<file path="src/rtl/hsm_frame_assembler.sv">
// Frame assembler between gpio_hsm and the crypto core: gathers key and data
// bytes big-endian, launches the core, then returns the result one byte per read.
module hsm_frame_assembler #(
   parameter int DATA_WIDTH  = 8,
   parameter int BLOCK_BYTES = 16
) (
   input  logic                              clock,
   input  logic                              reset,
   input  logic [DATA_WIDTH-1:0]             in_data,
   input  logic                              in_valid,
   input  logic                              in_is_key,
   output logic [DATA_WIDTH*BLOCK_BYTES-1:0] key_out,
   output logic [DATA_WIDTH*BLOCK_BYTES-1:0] blk_out,
   output logic                              start,
   input  logic                              core_busy,
   input  logic                              core_done,
   input  logic [DATA_WIDTH*BLOCK_BYTES-1:0] core_result,
   input  logic                              rd_req,
   output logic [DATA_WIDTH-1:0]             rd_data,
   output logic                              rd_valid,
   output logic                              key_loaded,
   output logic                              err
);

   localparam int TOT_W = DATA_WIDTH * BLOCK_BYTES;
   localparam int CNT_W = (BLOCK_BYTES > 1) ? $clog2(BLOCK_BYTES) : 1;
   localparam logic [CNT_W-1:0] LAST = CNT_W'(BLOCK_BYTES - 1);

   localparam logic [1:0] S_FILL  = 2'd0;
   localparam logic [1:0] S_ISSUE = 2'd1;
   localparam logic [1:0] S_WAIT  = 2'd2;
   localparam logic [1:0] S_DRAIN = 2'd3;

   logic [1:0]       state;
   logic [CNT_W-1:0] key_cnt;
   logic [CNT_W-1:0] blk_cnt;
   logic [CNT_W-1:0] rd_cnt;
   logic [TOT_W-1:0] key_reg;
   logic [TOT_W-1:0] blk_reg;
   logic [TOT_W-1:0] result_reg;

   logic key_wr;
   logic dat_wr;
   logic drop;

   // Byte index 0 is the most significant byte of a block.
   function automatic int byte_lsb(input logic [CNT_W-1:0] idx);
      return (BLOCK_BYTES - 1 - int'(idx)) * DATA_WIDTH;
   endfunction

   assign key_wr = in_valid & in_is_key & (state == S_FILL);
   assign dat_wr = in_valid & ~in_is_key & (state == S_FILL) & key_loaded;
   assign drop   = in_valid & ~(key_wr | dat_wr);

   // Launch is combinational so it fires in the first non-busy ISSUE cycle.
   assign start   = (state == S_ISSUE) & ~core_busy;
   assign key_out = key_reg;
   assign blk_out = blk_reg;

   always_ff @(posedge clock or posedge reset) begin
      if (reset) begin
         state      <= S_FILL;
         key_cnt    <= '0;
         blk_cnt    <= '0;
         rd_cnt     <= '0;
         key_reg    <= '0;
         blk_reg    <= '0;
         result_reg <= '0;
         rd_data    <= '0;
         rd_valid   <= 1'b0;
         key_loaded <= 1'b0;
         err        <= 1'b0;
      end else begin
         rd_valid <= 1'b0;

         if (drop)
            err <= 1'b1;

         // A key byte at position 0 invalidates whatever key was held.
         if (key_wr) begin
            key_reg[byte_lsb(key_cnt) +: DATA_WIDTH] <= in_data;
            if (key_cnt == '0)
               key_loaded <= 1'b0;
            if (key_cnt == LAST) begin
               key_cnt    <= '0;
               key_loaded <= 1'b1;
            end else begin
               key_cnt <= key_cnt + 1'b1;
            end
         end

         case (state)
            S_FILL: begin
               if (dat_wr) begin
                  blk_reg[byte_lsb(blk_cnt) +: DATA_WIDTH] <= in_data;
                  if (blk_cnt == LAST) begin
                     blk_cnt <= '0;
                     state   <= S_ISSUE;
                  end else begin
                     blk_cnt <= blk_cnt + 1'b1;
                  end
               end
            end
            S_ISSUE: begin
               if (!core_busy)
                  state <= S_WAIT;
            end
            S_WAIT: begin
               if (core_done) begin
                  result_reg <= core_result;
                  rd_cnt     <= '0;
                  state      <= S_DRAIN;
               end
            end
            S_DRAIN: begin
               if (rd_req) begin
                  rd_data  <= result_reg[byte_lsb(rd_cnt) +: DATA_WIDTH];
                  rd_valid <= 1'b1;
                  if (rd_cnt == LAST) begin
                     rd_cnt <= '0;
                     state  <= S_FILL;
                  end else begin
                     rd_cnt <= rd_cnt + 1'b1;
                  end
               end
            end
            default: state <= S_FILL;
         endcase
      end
   end

endmodule

</file>
<file path="config.mk">
export PLATFORM = sky130hd
export DESIGN_NAME = hsm_frame_assembler
export DESIGN_NICKNAME = d
export VERILOG_FILES = /design/src/rtl/hsm_frame_assembler.sv
export SDC_FILE = /design/constraint.sdc
export NUM_CORES = 1
export LEC_CHECK = 0
export CAP_MARGIN = 20
export CORE_MARGIN = 2
export CORE_UTILIZATION = 54
export CTS_BUF_LIST = sky130_fd_sc_hd__clkbuf_16
export CTS_CLUSTER_DIAMETER = 120
export DETAILED_ROUTE_END_ITERATION = 16
export PLACE_DENSITY = 0.87
export SLEW_MARGIN = 5
export SYNTH_ARGS = -nofsm -noshare
export SYNTH_HDL_FRONTEND = slang
export SYNTH_SLANG_ARGS = --single-unit
</file>
<file path="constraint.sdc">
create_clock -name clock -period 32.7 [get_ports clock]
set_input_delay 3.27 -clock clock [delete_from_list [all_inputs] [get_ports clock]]
set_output_delay 3.27 -clock clock [all_outputs]
set_load 0.01 [all_outputs]
</file>
==> metrics.md <==
| Metric | Value |
|---|---|
| Status | complete, no violations |
| Cells after synthesis | 1238 |
| First-pass DRT Iterations | 5 |
| Most common cell in the netlist | dfrtp_1 |
| Top-area cell type share of the netlist area | 58.2% |
| RSZ-0062 raised after global routing | false |
| Least-Margin Pin Slew | 1.20 ns |
| Vias in the first global route | 12900 |
| Die area | 34000 µm² |
| Storage cell area | 10200 µm² |
| Max-slew violations | 0 |
| PwrDens | 71.6 nW/µm² |
| Clk_lat worst skew | 0.54 ns |
| Period minus WS final | 7.76 ns |
| Multi-input logic area | 6990 µm² |
| Post-CTS sizing | 0 |
| Yosys warning count | 0 |
| Crit path DAT | 4.49 ns |
| Fmax | 129 MHz |
| Worst Clk Skew | 0.0249 ns |
| Initial Util | 54.4% |
| H-tree depth | 2 |
| Number of synthesized flops with an enable pin | 0 |
| Dpl hpwl | 34300 µm |
| Setup WS post-layout | 24.95 ns |
| Iteration-0 DRC Markers | 758 |
| Postcts setup bufs | 0 |
| WL/cell | 23.5 µm |
| Largest net degree at the start of global routing | 199 |
| Critical Path End Type | primary output |
| Port bufs | 410 |
| Overflow after GRT | 0 |
| Die width | 184 µm |
| Final Cycle Share | 23.7% |
| Root buffer selected by CTS | clkbuf_16 |
| Max-Cap Viols | 0 |
| GRT Util Overall | 29.2% |
| Synth top cells by count | 409 x dfrtp_1, 354 x mux2_2, 51 x nand2_1, 48 x and2_1, 40 x clkbuf_1 |
| Cell Area, Synth | 17600 µm² |
| Async set or reset register ratio after synthesis | 100% |
| Core ar. | 32300 µm² |
| Num rows | 66 |
| Total Routed Length | 49400 µm |
| # setup viols final | 0 |
| Post-synthesis sequential area ratio | 58.2% |
| Nets | 1789 |
| Fillers | 2030 |
| Syn Area/Cell | 14.2 µm² |
| P_leak | 10.5 nW |
| Worst vdd ir | 0.0482 mV |
| Post-synth cell types | 58 |
| Largest area contributor in the netlist | dfrtp_1 |
| CTS buffer count | 43 |
| Setup_tns | 0 ns |
| Max_slew headroom | 19.8% |
| Routability-driven placement congestion ratio | 0.830 |
| Synthesized net count | 1396 |
| Total number of vias | 12000 |
| Clock sink count | 409 |
| # IOs | 411 |
| P&R area growth vs syn | 32.9% |
| Final Hold Viols | 0 |
| CTS max path bufs | 3 |
| DRC | 0 |
| Hold crit path type | reg -> reg |
| Critical setup path kind | in -> out |
| Largest cells by area after synthesis | dfrtp_1 58%, mux2_2 23%, mux4_2 3.6% |
| # hold bufs at CTS | 0 |
| Worst-path clk slew | 0.06 ns |
| CTS tree | done |
| Max FO, Critical Path | 2 |
| Initial antenna violation count | 2 |
| Post-route ant nets | 0 |
| Layout cells sized above 1 | 28.1% |
| Primary FF master, synth | dfrtp_1 |
| Fin util | 72.4% |
| Vias/cell | 5.71 |
| Type of origin of the critical path | input pin |
| Antenna fix cells | 0 |
| Pre-CTS WS | 24.97 ns |
| WP data required | 29.43 ns |
| Die H | 184 µm |
| Power consumption | 1.67 mW |
| First-pass GRT wire length | 75500 µm |
| Yosys reg bits | 409 |
[critical path: stages]
cell	delay, ns
clkdlybuf4s50_1	0.53
nor2b_1	0.15
clkdlybuf4s50_1	0.54
[layout make-up]
cell class,count,share of cell area (%)
clock buffer,44,4.71
clock inverter,33,1.10
inverter,17,0.305
multi-input combinational,744,29.9
sequential,409,43.8
tap,442,2.37
timing repair buffer,416,17.8
[power breakdown]
part	total, mW	switching (mW)	internal (mW)
Clock	0.473	0.198	0.275
Sequential	0.702	0.0778	0.624
Combinational	0.498	0.230	0.267
[kinds of logic (layout without fill, tap and decap cells)]
family	after synthesis	count (layout)	synth area share, %
buf+inv	85	510	2.09
simple gates	223	223	7.11
fa+ha+maj	15	15	1.07
compound gates	92	92	3.29
mux	408	408	27.8
xor+xnor	6	6	0.448
flops	409	409	58.2
[cell usage in the layout (no fill, tap or decap), types with 11 or more instances in the layout]
master	Yosys	layout
a21oi_1	11	11
o31ai_1	17	17
nor2_1	31	31
nand2_1	51	50
nand3_1	17	17
and3_1	26	26
mux2i_1	21	21
mux4_2	28	28
ha_1	15	15
o21ai_0	36	36
clkdlybuf4s50_1	0	410
dfrtp_1	409	408
and2_1	48	48
clkbuf_16	0	44
mux2_2	354	354
inv_1	17	27
[final timing paths]
| check | startpoint | endpoint | slack [ns] | cells past startpoint |
|---|---|---|---|---|
| max | core_busy | start | 24.95 | 3 |
| max in group asynchronous | reset | blk_out[32] | 27.64 | 3 |
| min | blk_out[32] | blk_out[32] | 0.49 | 1 |
| min reg2reg | blk_out[32] | blk_out[32] | 0.49 | 1 |
| min in group asynchronous | reset | key_out[55] | 3.37 | 2 |
| max reg2reg | key_cnt[0] | key_out[85] | 28.92 | 5 |
[layer usage]
| layer | wire length, µm | share of wire, % | global-route usage [%] |
|---|---|---|---|
| met1 | 18000 | 36 | 34.8 |
| met2 | 24100 | 49 | 48.3 |
| met4 | 1710 | 3.5 | 10.5 |
| met5 | 27 | 0.055 | 0 |
| met3 | 5570 | 11 | 11.2 |
[metrics by stage]
| step | instance area, µm² | std cells | hold slack (ns) |
|---|---|---|---|
| floorplan | 17600 | 1238 | 0.474 |
| global placement | 22000 | 2028 | 0.450 |
| detailed placement | 22000 | 2028 | 0.476 |
| CTS | 23400 | 2105 | 0.489 |
| global route | 23400 | 2105 | 0.507 |
| finish | 23400 | 2105 | 0.487 |
Note: power is estimated with default switching activity, not from simulation.
